==> src/rtl/seven_segment_scanner_if.sv <==
`default_nettype none
// ============================================================================
// Module      : seven_segment_scanner_if
// Description : Bundle between the firmware-facing register logic (master)
//               and the seven-segment scan controller (slave).
//               wr_en/wr_addr/wr_data : shadow register write port
//               commit                : request shadow -> active at frame end
//               commit_pending        : a commit is waiting for frame end
//               segments              : decoded segments, bit0=a .. bit6=g
//               digit_en              : one-hot digit enable
//               frame_done            : one-cycle pulse at end of a scan
//               brightness            : PWM duty (only with
//                                       SEVEN_SEGMENT_SCANNER_BRIGHTNESS_EN)
// Revision    : 1.0 - initial release
// ============================================================================
interface seven_segment_scanner_if #(
    parameter int ADDR_W = 2
);
    localparam int NUM_DIGITS = 2 ** ADDR_W;

    logic                  wr_en;
    logic [ADDR_W-1:0]     wr_addr;
    logic [3:0]            wr_data;
    logic                  commit;
    logic                  commit_pending;
    logic [6:0]            segments;
    logic [NUM_DIGITS-1:0] digit_en;
    logic                  frame_done;
`ifdef SEVEN_SEGMENT_SCANNER_BRIGHTNESS_EN
    logic [3:0]            brightness;
`endif

    modport master (
`ifdef SEVEN_SEGMENT_SCANNER_BRIGHTNESS_EN
        output brightness,
`endif
        output wr_en, wr_addr, wr_data, commit,
        input  commit_pending, segments, digit_en, frame_done
    );

    modport slave (
`ifdef SEVEN_SEGMENT_SCANNER_BRIGHTNESS_EN
        input  brightness,
`endif
        input  wr_en, wr_addr, wr_data, commit,
        output commit_pending, segments, digit_en, frame_done
    );
endinterface
`default_nettype wire

==> src/rtl/seven_segment_scanner.sv <==
`default_nettype none
// ============================================================================
// Module      : seven_segment_scanner
// Description : Time-multiplexed seven-segment scan controller with
//               double-buffered digit registers, blanking gaps between
//               digits and frame-aligned commit of new values.
// Ports       : clock - system clock (rising edge)
//               reset - asynchronous, active-high reset
//               bus   - seven_segment_scanner_if.slave (write port, commit,
//                       segments, digit_en, frame_done, commit_pending)
// Options     : SEVEN_SEGMENT_SCANNER_BRIGHTNESS_EN adds a 4-bit PWM
//               brightness control on the segment outputs.
// Revision    : 1.0 - initial release
// ============================================================================
module seven_segment_scanner #(
    parameter int ADDR_W       = 2,
    parameter int REFRESH_DIV  = 1000,
    parameter int BLANK_CYCLES = 8,
    parameter int CNT_W        = 16
) (
    input  wire logic               clock,
    input  wire logic               reset,
    seven_segment_scanner_if.slave  bus
);
    localparam int NUM_DIGITS = 2 ** ADDR_W;

    localparam logic [0:0] c_st_blank = 1'b0;
    localparam logic [0:0] c_st_show  = 1'b1;

    localparam logic [CNT_W-1:0]  c_blank_last = CNT_W'(BLANK_CYCLES - 1);
    localparam logic [CNT_W-1:0]  c_show_last  = CNT_W'(REFRESH_DIV - 1);
    localparam logic [ADDR_W-1:0] c_last_idx   = {ADDR_W{1'b1}};

    logic [0:0]                       r_state;
    logic [CNT_W-1:0]                 r_cnt;
    logic [ADDR_W-1:0]                r_idx;
    logic [NUM_DIGITS-1:0][3:0]       r_shadow;
    logic [NUM_DIGITS-1:0][3:0]       r_active;
    logic                             r_pending;
    logic [6:0]                       r_segments;
    logic [NUM_DIGITS-1:0]            r_digit_en;
    logic                             r_frame_done;

    logic [0:0]                       w_state_nx;
    logic [CNT_W-1:0]                 w_cnt_nx;
    logic [ADDR_W-1:0]                w_idx_nx;
    logic                             w_frame_end;
    logic                             w_frame_done_nx;
    logic [6:0]                       w_seg_nx;
    logic [NUM_DIGITS-1:0]            w_den_nx;

`ifdef SEVEN_SEGMENT_SCANNER_BRIGHTNESS_EN
    logic [3:0]                       r_pwm;
    logic [3:0]                       w_pwm_nx;
    assign w_pwm_nx = r_pwm + 4'd1;
`endif

    function automatic logic [6:0] f_decode(input logic [3:0] v);
        logic [6:0] s;
        case (v)
            4'h0: s = 7'h3F;  4'h1: s = 7'h06;  4'h2: s = 7'h5B;  4'h3: s = 7'h4F;
            4'h4: s = 7'h66;  4'h5: s = 7'h6D;  4'h6: s = 7'h7D;  4'h7: s = 7'h07;
            4'h8: s = 7'h7F;  4'h9: s = 7'h6F;  4'hA: s = 7'h77;  4'hB: s = 7'h7C;
            4'hC: s = 7'h39;  4'hD: s = 7'h5E;  4'hE: s = 7'h79;  default: s = 7'h71;
        endcase
        return s;
    endfunction

    // Current cycle is the last lit cycle of the last digit.
    assign w_frame_end = (r_state == c_st_show) && (r_cnt == c_show_last) &&
                         (r_idx == c_last_idx);

    // Next-state logic. Outputs are registered from the next state so that
    // they line up with the state register cycle for cycle.
    always_comb begin
        w_state_nx = r_state;
        w_cnt_nx   = r_cnt + CNT_W'(1);
        w_idx_nx   = r_idx;
        if (r_state == c_st_blank) begin
            if (r_cnt == c_blank_last) begin
                w_state_nx = c_st_show;
                w_cnt_nx   = '0;
            end
        end else begin
            if (r_cnt == c_show_last) begin
                w_state_nx = c_st_blank;
                w_cnt_nx   = '0;
                // NUM_DIGITS is a power of two, so the increment wraps.
                w_idx_nx   = r_idx + ADDR_W'(1);
            end
        end
    end

    always_comb begin
        w_seg_nx        = '0;
        w_den_nx        = '0;
        w_frame_done_nx = (w_state_nx == c_st_show) && (w_cnt_nx == c_show_last) &&
                          (w_idx_nx == c_last_idx);
        if (w_state_nx == c_st_show) begin
            // The transfer edge always leads into BLANK, so r_active is
            // already settled whenever a digit is about to be lit.
            w_seg_nx = f_decode(r_active[w_idx_nx]);
            w_den_nx = {{(NUM_DIGITS-1){1'b0}}, 1'b1} << w_idx_nx;
        end
`ifdef SEVEN_SEGMENT_SCANNER_BRIGHTNESS_EN
        if (w_pwm_nx >= bus.brightness) begin
            w_seg_nx = '0;
        end
`endif
    end

    always_ff @(posedge clock or posedge reset) begin
        if (reset) begin
            r_state      <= c_st_blank;
            r_cnt        <= '0;
            r_idx        <= '0;
            r_shadow     <= '0;
            r_active     <= '0;
            r_pending    <= 1'b0;
            r_segments   <= '0;
            r_digit_en   <= '0;
            r_frame_done <= 1'b0;
        end else begin
            r_state      <= w_state_nx;
            r_cnt        <= w_cnt_nx;
            r_idx        <= w_idx_nx;
            r_segments   <= w_seg_nx;
            r_digit_en   <= w_den_nx;
            r_frame_done <= w_frame_done_nx;
            if (bus.wr_en) begin
                r_shadow[bus.wr_addr] <= bus.wr_data;
            end
            // Non-blocking copy: a write on the transfer cycle stays in shadow.
            if (w_frame_end) begin
                if (r_pending || bus.commit) begin
                    r_active <= r_shadow;
                end
                r_pending <= 1'b0;
            end else if (bus.commit) begin
                r_pending <= 1'b1;
            end
        end
    end

`ifdef SEVEN_SEGMENT_SCANNER_BRIGHTNESS_EN
    always_ff @(posedge clock or posedge reset) begin
        if (reset) begin
            r_pwm <= '0;
        end else begin
            r_pwm <= w_pwm_nx;
        end
    end
`endif

    assign bus.segments       = r_segments;
    assign bus.digit_en       = r_digit_en;
    assign bus.frame_done     = r_frame_done;
    assign bus.commit_pending = r_pending;

endmodule
`default_nettype wire
==> src/flat_wrapper.sv <==
// flat-port wrapper written by rule: the top's interface ports become plain ports
module seven_segment_scanner_flat 
#(
    parameter int ADDR_W       = 2,
    parameter int REFRESH_DIV  = 1000,
    parameter int BLANK_CYCLES = 8,
    parameter int CNT_W        = 16
)
  (clock, reset, bus_wr_en, bus_wr_addr, bus_wr_data, bus_commit, bus_commit_pending, bus_segments, bus_digit_en, bus_frame_done);
  seven_segment_scanner_if #(.ADDR_W(ADDR_W)) bus_i ();
  input  wire logic clock;
  input  wire logic reset;
  input wire logic [$bits(bus_i.wr_en)-1:0] bus_wr_en;
  input wire logic [$bits(bus_i.wr_addr)-1:0] bus_wr_addr;
  input wire logic [$bits(bus_i.wr_data)-1:0] bus_wr_data;
  input wire logic [$bits(bus_i.commit)-1:0] bus_commit;
  output wire logic [$bits(bus_i.commit_pending)-1:0] bus_commit_pending;
  output wire logic [$bits(bus_i.segments)-1:0] bus_segments;
  output wire logic [$bits(bus_i.digit_en)-1:0] bus_digit_en;
  output wire logic [$bits(bus_i.frame_done)-1:0] bus_frame_done;
  assign bus_i.wr_en = bus_wr_en;
  assign bus_i.wr_addr = bus_wr_addr;
  assign bus_i.wr_data = bus_wr_data;
  assign bus_i.commit = bus_commit;
  assign bus_commit_pending = bus_i.commit_pending;
  assign bus_segments = bus_i.segments;
  assign bus_digit_en = bus_i.digit_en;
  assign bus_frame_done = bus_i.frame_done;
  seven_segment_scanner #(.ADDR_W(ADDR_W), .REFRESH_DIV(REFRESH_DIV), .BLANK_CYCLES(BLANK_CYCLES), .CNT_W(CNT_W)) u_core (.clock(clock), .reset(reset), .bus(bus_i));
endmodule
==> config.mk <==
export PLATFORM = sky130hd
export DESIGN_NAME = seven_segment_scanner_flat
export DESIGN_NICKNAME = d
export VERILOG_FILES = /design/src/rtl/seven_segment_scanner_if.sv /design/src/rtl/seven_segment_scanner.sv /design/src/flat_wrapper.sv
export SDC_FILE = /design/constraint.sdc
export NUM_CORES = 1
export LEC_CHECK = 0
export BUFFER_PORTS_ARGS = -buffer_cell sky130_fd_sc_hd__buf_2
export CORE_MARGIN = 4
export CORE_UTILIZATION = 60
export CTS_BUF_LIST = sky130_fd_sc_hd__clkbuf_4
export DETAILED_ROUTE_END_ITERATION = 10
export PLACE_DENSITY = 0.79
export SYNTH_ARGS = -nofsm -noshare
export SYNTH_HDL_FRONTEND = slang
export SYNTH_SLANG_ARGS = --single-unit
==> constraint.sdc <==
create_clock -name clock -period 3.5 [get_ports clock]
set_clock_uncertainty 0.1 [all_clocks]
set_input_delay 0.7 -clock clock [delete_from_list [all_inputs] [get_ports clock]]
set_output_delay 0.7 -clock clock [all_outputs]
set_load 0.005 [all_outputs]
==> metrics list, run 1 <==
- The flow ran to the end, and the final reports show no timing, DRC or antenna violations.
* DIE WIDTH: 80.3 um
- The H-tree generated during clock tree synthesis spans 3 levels.
* Worst R2R Path Depth: 10
- TritonCTS built the clock tree.
- For met1 alone, demand over resource in global routing was 29.1%.
- Warnings, synthesis: 0
* Final cell count without fillers: 351
- Fraction of post-synthesis cell area in the top cell type by area: 51.1%
- Estimated wirelength of the detail-placed design: 3.99 mm
- The worst path uses 82.8% of the clock period.
* Vias in the first global route: 2007
- For flop-to-flop paths, the worst setup slack is 0.60 ns.
* Detailed router's first-iteration violation count: 161
* Sum of negative setup slack: 0 ns
- RSZ-0062 raised after global routing: false
- Sink Count: 64
- Cell area reported after detailed placement: 0.00333 mm2
* Routed wire length: 5.64 mm
* Num ports: 23
* Global-route wire length before repair: 10.0 mm
- Number of vias in the routed layout: 2021
- Number of resized instances in the post-cts repair step: 0
- Wire per inst: 16.1 um
- Row generation in the floorplan step produced 26 rows.
- The die covers 0.00645 mm2.
- In this run, post-CTS hold repair placed 0 buffers.
- Met2 layer usage reported by global route: 30.5%
* Final Cell Area: 0.00344 mm2
* Overall power of the completed layout: 0.00131 W
- The number of setup buffers added after CTS is 0.
* Final Slew Violations: 0
* Number of unique standard cell types used by synthesis: 50
- The number of endpoints with negative hold slack in the final report is 0.
- Most utilized layer in the global route result: met2
- Across the run, the number of max-cap violations was 0.
- Share of final-layout standard cells stronger than drive strength 1: 30.2%
- After clock tree synthesis, the clock-pin slew on the worst setup and hold paths is 0.10 ns.
* Mean cell area of the mapped netlist: 12.7 um2
- At the end of the flow the core is filled with cells to 67.9%.
* Inserted Clock Buffers: 9
- IR Drop Worst-Case VDD: 0.000273 V
* Total inserted antenna cells: 0
- The filler cells instantiated in the layout total 416.
* Power per standard cell area: 380 mW/mm2
- Cell types with the highest counts after synthesis: sky130_fd_sc_hd__dfrtp_1, sky130_fd_sc_hd__nor2_1, sky130_fd_sc_hd__mux2_2
- Maximum number of pins on one net before global-route repair: 42
- In this run the standard cell core region covers 0.00507 mm2.
* Detailed-route DRC error count: 0
- For this run, the post-layout net count is 292.
- Among all flip-flop cells after synthesis, the most frequent one is sky130_fd_sc_hd__dfrtp_1.
* Source-to-sink clock delay at the later pin of the worst-skew pair: 0.40 ns
* Clk root buf: sky130_fd_sc_hd__clkbuf_4
- Across every metal layer, demand over resource in global routing totals 20.9%.
- Relative to the synthesized area, the layout overhead comes to 9.81%.
- Detailed-routing iteration count for the pre-antenna-repair pass: 4
* Post-synthesis net count: 262
- The worst hold path belongs to the class in -> async.
* Antenna violations before repair: 0
* Top post-synthesis cells by area: sky130_fd_sc_hd__dfrtp_1, sky130_fd_sc_hd__mux2_2, sky130_fd_sc_hd__mux4_2
- Required @ worst endpoint: 3.70 ns
- Cells after Synth: 247
- Static leakage: 1.60 nW
- After synthesis, flip-flops and latches occupy 51.1% of the total area.
* Count of antenna-violating nets left after detailed routing: 0
- Yosys mapped a number of flops with a built-in enable equal to 0.
* Yosys reg bits: 64
* Critical path peak fanout: 8
* Synthesized area: 0.00314 mm2
* Final weighted congestion in routability-driven placement: 0.819
- In the synthesized netlist the async set-or-reset flop fraction comes to 100%.
- CP startpoint kind: flip-flop
* Ratio of routed vias to standard cells: 5.76
- Placed Cells: 336
* Final Setup Violations: 0
- Height of the chip: 80.3 um
- Initial standard-cell utilization of the core: 61.8%
* Largest area contributor in the synthesized netlist: sky130_fd_sc_hd__dfrtp_1
- For this run, global-route usage on met3 was measured as 4.48%.
- The worst pin sits at a relative slew slack of 44.3%.
- The worst setup path is of the reg -> reg kind.
- For the finished layout, the period the worst path requires is 2.90 ns.
- Number of buffers added on ports: 22
* Maximum clock frequency: 345 MHz
* CTS Buffer Depth: 2
- Final global-route overflow total: 0
- STA puts the critical path data arrival time at 3.10 ns.
* Most frequent cell after synthesis: sky130_fd_sc_hd__dfrtp_1
* Endpoint class of the critical path: flip-flop
- Transition time of the tightest slew-check pin: 0.836 ns
flip-flops by register name (all words and copies together) (netlist names), 2 cells and up:
register             flops
u_core.r_active         16
u_core.r_cnt            16
u_core.r_shadow         16
u_core.bus.segments      7
u_core.bus.digit_en      4
u_core.r_idx             2
cell families after synthesis:
logic type / after synthesis / synth area share, %
simple gates: 81 / 13.9
mux: 48 / 21.2
flops: 64 / 51.1
buf+inv: 12 / 1.83
compound gates: 21 / 5.54
xor+xnor: 16 / 4.47
fa+ha+maj: 5 / 1.99
report_power, final:
group          switching [W]  internal, W
Combinational      0.0000281    0.0000335
Clock               0.000251     0.000205
Sequential         0.0000189     0.000774
Total               0.000298      0.00101
cells in the final DEF, fill, tap and decap left out, drive strengths merged, types with 3 or more instances in the layout:
cell type  instances
a21oi              4
and3               3
buf               26
clkbuf             9
clkinv             5
dfrtp             64
ha                 5
inv                5
mux2              34
mux2i              6
mux4               8
nand2             17
nand2b             4
nand3              7
nand4              7
nor2              22
nor3               8
xnor2              8
xor2               8
through the flow:
| stage | setup slack [ns] | hold WS (ns) |
|---|---|---|
| 2_1_floorplan | 0.561 | 0.352 |
| 3_3_place_gp | 0.671 | 0.373 |
| 3_5_place_dp | 0.602 | 0.377 |
| 4_1_cts | 0.584 | 0.205 |
| 5_1_grt | 0.405 | 0.226 |
| 6_report | 0.602 | 0.207 |
per-layer routing:
layer | vias to the layer above | wire, um
li1 | 971 | -
met1 | 1000 | 2640
met2 | 40 | 2650
met3 | 10 | 216
met4 | 0 | 132
met5 | - | 0
critical path: stages, from the launching register on:
cell and delay, ns:
sky130_fd_sc_hd__dfrtp_1 0.44, sky130_fd_sc_hd__or4_4 0.56, sky130_fd_sc_hd__nor4_4 0.28, sky130_fd_sc_hd__buf_4 0.22
sky130_fd_sc_hd__mux2i_1 0.22, sky130_fd_sc_hd__buf_4 0.19, sky130_fd_sc_hd__inv_1 0.09, sky130_fd_sc_hd__ha_1 0.23
sky130_fd_sc_hd__nand2_1 0.11, sky130_fd_sc_hd__nand2_2 0.06, sky130_fd_sc_hd__a221oi_2 0.29
layout make-up:
class | count | area, um2 | share of cell area (%)
timing repair buffer | 26 | 140 | 4.07
multi-input combinational | 171 | 1480 | 42.9
inverter | 5 | 18.8 | 0.545
clock inverter | 6 | 51.3 | 1.49
tap | 70 | 87.6 | 2.54
sequential | 64 | 1600 | 46.5
clock buffer | 9 | 67.6 | 1.96
final timing paths:
check                                   startpoint                     end
min in group clock              u_core.r_shadow[5]      u_core.r_active[5]
worst max register to register    u_core.r_cnt[11]  u_core.bus.segments[5]
worst max-delay path              u_core.r_cnt[11]  u_core.bus.segments[5]
worst min register to register  u_core.r_shadow[5]      u_core.r_active[5]
max in group asynchronous                    reset      u_core.r_active[3]
worst min-delay path                         reset         u_core.r_cnt[4]
Power figures use the tool's default switching activity.
==> run 2: changes to the inputs <==
--- a/config.mk
+++ b/config.mk
@@ -7,10 +7,10 @@
 export LEC_CHECK = 0
 export BUFFER_PORTS_ARGS = -buffer_cell sky130_fd_sc_hd__buf_2
 export CORE_MARGIN = 4
-export CORE_UTILIZATION = 60
+export CORE_UTILIZATION = 56
 export CTS_BUF_LIST = sky130_fd_sc_hd__clkbuf_4
 export DETAILED_ROUTE_END_ITERATION = 10
-export PLACE_DENSITY = 0.79
+export PLACE_DENSITY = 0.78
 export SYNTH_ARGS = -nofsm -noshare
 export SYNTH_HDL_FRONTEND = slang
 export SYNTH_SLANG_ARGS = --single-unit
==> constraint.sdc (replaced) <==
create_clock -name clock -period 2.6 [get_ports clock]
set_clock_uncertainty 0.1 [all_clocks]
set_input_delay 0.52 -clock clock [delete_from_list [all_inputs] [get_ports clock]]
set_output_delay 0.52 -clock clock [all_outputs]
set_load 0.005 [all_outputs]
==> metrics list, run 2 (synthesized netlist as in run 1, its figures left out) <==
- Fraction of the cycle the final worst path needs: 100%
* HP Class: in -> async
* Final Slew Violations: 0
- Clock slew at the register clock pins of the worst setup and hold paths: 0.12 ns
- Summed over all layers, the global routing overflow is 0.
- Required @ worst endpoint: 2.82 ns
* Vias in the first global route: 2055
- The final reports fail on negative setup slack.
- Result of the run: finished with violations
- Highest-count cells in the layout ignoring fill and taps: sky130_fd_sc_hd__dfrtp_1, sky130_fd_sc_hd__buf_4, sky130_fd_sc_hd__nor2_1, sky130_fd_sc_hd__buf_2, sky130_fd_sc_hd__mux2_2
* Post-Route Utilization: 71.0%
- Clock period minus worst slack: 2.61 ns
* Critical path peak fanout: 6
- Detailed-routing iteration count for the pre-antenna-repair pass: 4
- The worst pin sits at a relative slew slack of 56.6%.
- Source-to-sink clock delay at the later pin of the worst-skew pair: 0.43 ns
* Worst EP arrival: 2.83 ns
* Max Cap Violations: 0
- Final Setup Violations: 1
- Sum of negative setup slack: -0.0109 ns
- Num ports: 23
- In this run the register-to-register setup slack is -0.01 ns.
- Power per standard cell area: 522 mW/mm2
- Based on the critical path, the design can be clocked at up to 383 MHz.
- Clk root buf: sky130_fd_sc_hd__clkbuf_4
* Area growth from synthesis to layout: 19.2%
* Core area: 0.00527 mm2
- Across every metal layer, demand over resource in global routing totals 18.7%.
- Estimated wirelength of the detail-placed design: 4.38 mm
- Endpoint class of the critical path: flip-flop
- Wire per inst: 15.8 um
* Routed wire length: 5.93 mm
- Ratio of routed vias to standard cells: 5.50
* Final Hold Viols: 0
- Detailed-route DRC error count: 0
- The analysis attributes to cell leakage a power of 1.75 nW.
- Hold timing on the final database bottoms out at a slack of 0.0245 ns.
- Final cell count without fillers: 375
* H-tree depth: 3
- Detailed router's first-iteration violation count: 112
- Worst R2R Path Depth: 8
- Final Cell Area: 0.00374 mm2
- Initial standard-cell utilization of the core: 59.5%
- Total number of nets in the final design: 315
- Setup repair after global routing could not meet its margin everywhere.
* Total inserted antenna cells: 0
- Global-route wire length before repair: 10.2 mm
- Cell area reported after detailed placement: 0.00350 mm2
- Inserted Clock Buffers: 9
- Maximum number of pins on one net before global-route repair: 41
* CTS Buffer Depth: 2
* Transition time of the tightest slew-check pin: 0.650 ns
- Leaving out fill and tap cells, the most frequent cell in the layout is sky130_fd_sc_hd__dfrtp_1.
- DIE WIDTH: 82.8 um
- Placed Cells: 353
- Routability-driven placement finished with a final weighted congestion of 0.876.
- Share of final-layout standard cells stronger than drive strength 1: 38.7%
* Height of the chip: 82.8 um
* Sink Count: 64
- In this run the tool buffered the top-level ports with 22 buffer cells.
* Number of vias in the routed layout: 2064
* Setup slack of the critical path after layout: -0.0109 ns
* Start-to-end type of the worst setup path: reg -> reg
- The floorplan has 26 rows.
- Count of antenna-violating nets left after detailed routing: 0
- The initial antenna violation count is 0.
- Largest registers: u_core.r_active (16), u_core.r_cnt (16), u_core.r_shadow (16)
* Die Footprint: 0.00686 mm2
* CP startpoint kind: flip-flop
- TritonCTS built the clock tree.
* IR Drop Worst-Case VDD: 0.000382 V
==> run 2: changes by cell type in the layout (fill, tap and decap cells not counted), moves of 2 or more <==
cell,delta
sky130_fd_sc_hd__clkinv_1,-3
sky130_fd_sc_hd__inv_6,+2
sky130_fd_sc_hd__clkinv_4,+3
sky130_fd_sc_hd__buf_4,+20
sky130_fd_sc_hd__ha_1,-2
sky130_fd_sc_hd__buf_12,+2
sky130_fd_sc_hd__ha_4,+2
sky130_fd_sc_hd__clkinv_2,-2
==> run 2: path summary, 6_finish.rpt <==
kind | startpoint | endpoint
setup / recovery | u_core.r_cnt[3] | u_core.bus.segments[1]
hold / removal | reset | u_core.r_cnt[3]
max in group asynchronous | reset | u_core.r_shadow[0]
min in group clock | bus_wr_data[3] | u_core.r_shadow[15]
hold reg to reg | u_core.r_cnt[0] | u_core.r_cnt[0]
setup reg to reg | u_core.r_cnt[3] | u_core.bus.segments[1]
==> run 2: stage by stage <==
step	total power, W	setup WS [ns]
CTS	0.00198	0.00574
finish	0.00195	-0.0109
detailed placement	0.00118	-0.0265
global placement	0.00117	0.0275
floorplan	0.00114	-0.218
global route	0.00204	-0.118
==> run 2: per-layer routing <==
layer	vias to the layer above	track usage, %	share of wire, %
met5	-	0	0
met3	12	7.23	5.1
li1	1008	-	-
met4	0	6.24	1.7
met2	48	28.4	47
met1	996	24.8	46
==> run 2: layout make-up <==
type / instances / area (um2)
multi-input cells: 171 / 1520
well taps: 70 / 87.6
clock buffers: 9 / 67.6
inverters: 5 / 18.8
repair buffers: 49 / 342
flip-flops and latches: 64 / 1600
clock inverters: 7 / 104
fillers: 383 / 1530
==> run 2: what timing repair did <==
action / 4_1_cts / 5_1_grt
hold buffers: 0 / 0
setup buffers: 2 / 4
pin swaps: 0 / 4
gates resized for setup: 1 / 4
setup endpoints to repair: 4 / 6
==> run 2: power breakdown <==
| part | internal, W | switching, W |
|---|---|---|
| Clock | 0.000401 | 0.000396 |
| Sequential | 0.00104 | 0.0000275 |
| Combinational | 0.0000473 | 0.0000399 |
| Total | 0.00149 | 0.000463 |
==> run 2: critical path: stages (launching register included) <==
cell	delay (ns)
sky130_fd_sc_hd__dfrtp_1	0.40
sky130_fd_sc_hd__or4_4	0.56
sky130_fd_sc_hd__nor4_4	0.30
sky130_fd_sc_hd__buf_6	0.16
sky130_fd_sc_hd__mux2_4	0.35
sky130_fd_sc_hd__inv_2	0.13
sky130_fd_sc_hd__ha_4	0.13
sky130_fd_sc_hd__mux2i_1	0.07
sky130_fd_sc_hd__a221oi_1	0.29
==> run 3: changes to the inputs <==
--- a/config.mk
+++ b/config.mk
@@ -5,8 +5,8 @@
 export SDC_FILE = /design/constraint.sdc
 export NUM_CORES = 1
 export LEC_CHECK = 0
+export ABC_AREA = 1
 export BUFFER_PORTS_ARGS = -buffer_cell sky130_fd_sc_hd__buf_2
-export CORE_MARGIN = 4
 export CORE_UTILIZATION = 56
 export CTS_BUF_LIST = sky130_fd_sc_hd__clkbuf_4
 export DETAILED_ROUTE_END_ITERATION = 10
==> metrics list, run 3 <==
- After global routing the overflow that remains totals 0.
- Sum of negative setup slack: 0 ns
- In this run the worst path has a maximum fanout of 9.
- The clock reaches the later pin of the worst-skew pair after 0.40 ns.
- HP Class: in -> reg
- Leaving out fill and tap cells, the most frequent cell in the layout is sky130_fd_sc_hd__nand2_1.
- H-tree depth: 3
* Part of the total power dissipated in sequential elements: 60.3%
- After synthesis, the largest family of logic cells by area is simple AND/OR/NAND/NOR gates.
- Worst R2R Path Depth: 15
* Area growth from synthesis to layout: 10.9%
* Maximum clock frequency: 420 MHz
- Post-synthesis net count: 367
- Met2 layer usage reported by global route: 39.5%
* Result of the run: completed
- Entering global routing, the biggest net connects 28 pins.
- For met3 alone, demand over resource in global routing was 4.42%.
* Cell area reported after detailed placement: 0.00344 mm2
* Warnings, synthesis: 0
- Internal power summed over all cells: 0.00135 W
* Wire per inst: 13.1 um
- For this block, the initial DRC count from the detailed router was 192.
- Yosys reg bits: 64
- Static leakage: 1.86 nW
- STA puts the critical path data arrival time at 2.58 ns.
- Clk root buf: sky130_fd_sc_hd__clkbuf_4
- Basic-gate share of the synthesized area counting and, or, nand and nor cells: 30.2%
* Dominant register cell in the synthesized netlist: sky130_fd_sc_hd__dfrtp_1
* Final Slew Violations: 0
- Estimated wirelength of the detail-placed design: 4.62 mm
* Cells after Synth: 352
- Inserted Clock Buffers: 9
- Most utilized layer in the global route result: met2
* Fraction of the cycle the final worst path needs: 91.6%
* FF/Latch Area: 0.00160 mm2
- Detailed-routing iteration count for the pre-antenna-repair pass: 4
- Fillers: 489
* Fraction of post-synthesis cell area in the top cell type by area: 49.5%
- Endpoint class of the critical path: flip-flop
- Max-slew headroom: 47.2%
- The worst setup path is of the reg -> reg kind.
- Setup violations remaining at the end of the flow were counted as 0.
- Largest area contributor in the synthesized netlist: sky130_fd_sc_hd__dfrtp_1
* CTS Buffer Depth: 2
* Final Cell Area: 0.00359 mm2
* Num ports: 23
- Clock slew at the register clock pins of the worst setup and hold paths: 0.10 ns
- Net switching power: 0.000405 W
- Port buffering added 22 buffers.
- The first global-routing pass estimated 10.8 mm of wire.
- Using the TritonRoute via totals, the vias-per-cell ratio works out to 5.30.
- Sw Ratio: 23.1%
- XOR/XNOR share of the synthesized area: 1.35%
- Setup slack of the critical path after layout: 0.219 ns
- In this run, synthesis inferred 0 flip-flops with an integrated enable.
- Clock tree from TritonCTS: yes
- Summing the areas of all compound-gate instances in the mapped netlist gives 5.91% of the synthesized area.
- The initial antenna violation count is 0.
* Initial standard-cell utilization of the core: 58.4%
- Required @ worst endpoint: 2.80 ns
* Core area: 0.00554 mm2
* Transition time of the tightest slew-check pin: 0.789 ns
- Count of antenna-violating nets left after detailed routing: 0
- In this run, distinct cell masters in the synthesized netlist total 33.
- Power per standard cell area: 489 mW/mm2
- The number of global-route vias before repair is 2434.
- Global routing usage summed across all routing layers: 23.3%
* Adder-cell share of the synthesized area: 1.93%
- Number of vias in the routed layout: 2459
- Number of rows in the core area: 27
* IR Drop Worst-Case VDD: 0.000379 V
- The synthesized netlist occupies a cell area of 0.00324 mm2.
- The post-route netlist has 24.2% of its cells at a drive strength greater than 1.
- The floorplan step defined a die boundary enclosing 0.00609 mm2.
* Proportion of synthesized area in mux cells: 5.57%
- Place WS: 0.162 ns
- Post-Route Utilization: 64.8%
- DIE WIDTH: 78.0 um
- Global routing used 28.0% of the available met1 tracks.
- Mean cell area of the mapped netlist: 9.20 um2
* Sink Count: 64
- The commonest cells after synthesis are sky130_fd_sc_hd__nand2_1, sky130_fd_sc_hd__dfrtp_1, sky130_fd_sc_hd__inv_1.
- Height of the chip: 78.0 um
* Most frequent cell after synthesis: sky130_fd_sc_hd__nand2_1
- Max Cap Violations: 0
- The clock network burns 35.6% of the power.
- Area of the multi-input gates: 0.00147 mm2
- After synthesis, the share of flip-flops with an asynchronous set or reset is 100%.
- Final Hold Viols: 0
- The congestion estimate from routability-driven global placement came to 0.880.
- CP startpoint kind: flip-flop
- Total inserted antenna cells: 0
* Clock period minus worst slack: 2.38 ns
- The library cells used most frequently in the layout, excluding fill and tap cells, are sky130_fd_sc_hd__nand2_1, sky130_fd_sc_hd__dfrtp_1, sky130_fd_sc_hd__inv_1.
* Total number of nets in the final design: 402
* Largest registers: u_core.r_active (16), u_core.r_cnt (16), u_core.r_shadow (16)
- RSZ-0062 raised after global routing: false
* Power share of the combinational group: 4.1%
- The worst hold path was traced through 3 stages.
* Detailed-route DRC error count: 0
* Sequential element share of the synthesized area: 49.5%
- Wires add up to 6.06 mm.
* Top post-synthesis cells by area: sky130_fd_sc_hd__dfrtp_1, sky130_fd_sc_hd__nand2_1, sky130_fd_sc_hd__mux2_2
run 3: cell count changes in the layout (fill, tap and decap cells not counted), moves of 9 or more:
cell and change:
sky130_fd_sc_hd__mux2_4 -11, sky130_fd_sc_hd__buf_4 -20, sky130_fd_sc_hd__nand2_1 +53, sky130_fd_sc_hd__o21ai_0 +20
sky130_fd_sc_hd__inv_1 +33, sky130_fd_sc_hd__nand3_1 +22, sky130_fd_sc_hd__nor2_1 +9
run 3: final cells by class:
type                    count  area share (%)
flip-flops and latches     64            44.6
multi-input cells         243            40.8
inverters                  42            4.43
repair buffers             27            4.18
well taps                  72            2.51
clock buffers              10            2.09
clock inverters             6            1.39
run 3: logic make-up (layout without fill, tap and decap cells):
group	Yosys count	after routing
mux	16	16
flops	64	64
compound gates	35	35
xor+xnor	5	5
simple gates	182	182
buf+inv	45	85
fa+ha+maj	5	5
run 3: path summary, 6_finish.rpt:
check	startpoint	endpoint	slack, ns
max reg2reg	u_core.r_cnt[14]	u_core.bus.segments[1]	0.22
max in group asynchronous	reset	u_core.r_active[9]	1.24
min in group asynchronous	reset	u_core.r_shadow[5]	0.51
min	bus_commit	u_core.bus.commit_pending	0.26
min reg2reg	u_core.r_shadow[6]	u_core.r_shadow[6]	0.40
max	u_core.r_cnt[14]	u_core.bus.segments[1]	0.22
run 3: worst max-delay path, stage by stage (launching register included):
cell,delay (ns)
sky130_fd_sc_hd__dfrtp_1,0.42
sky130_fd_sc_hd__nor2_1,0.13
sky130_fd_sc_hd__nand2_1,0.15
sky130_fd_sc_hd__nor2_4,0.23
sky130_fd_sc_hd__nand4_4,0.15
sky130_fd_sc_hd__nand2_2,0.14
sky130_fd_sc_hd__nand2_1,0.06
sky130_fd_sc_hd__nand2_1,0.07
sky130_fd_sc_hd__nand2_2,0.06
sky130_fd_sc_hd__nand2_4,0.11
sky130_fd_sc_hd__inv_1,0.09
sky130_fd_sc_hd__ha_1,0.29
sky130_fd_sc_hd__nor2_1,0.11
sky130_fd_sc_hd__nand2_1,0.06
sky130_fd_sc_hd__nand2_1,0.05
sky130_fd_sc_hd__nor2_1,0.05
run 3: metal layers:
layer / vias to the layer above / share of wire, %
met1: 1164 / 44
met5: - / 0
met4: 0 / 2.4
met2: 50 / 50
met3: 12 / 3.5
li1: 1233 / -
run 3: what timing repair did:
item	4_1_cts	5_1_grt
buffers inserted	0	1
hold buffers	1	0
endpoints found under the hold margin	15	0
endpoints found under the setup margin	0	14
gates resized for setup	0	3
run 3: power by group through the flow:
stage	Clock [W]	Sequential, W	Combinational [W]
3_5_place_dp	0	0.00108	0.0000736
2_1_floorplan	0	0.00107	0.0000491
4_1_cts	0.000641	0.00106	0.0000750
5_1_grt	0.000680	0.00106	0.0000881
6_report	0.000625	0.00106	0.0000723
3_3_place_gp	0	0.00107	0.0000692
run 3: stage by stage:
stage	hold WS (ns)	cells	total power [W]
6_report	0.262	464	0.00175
5_1_grt	0.266	464	0.00183
4_1_cts	0.245	463	0.00177
3_5_place_dp	0.378	446	0.00115
3_3_place_gp	0.363	446	0.00114
2_1_floorplan	0.345	352	0.00112
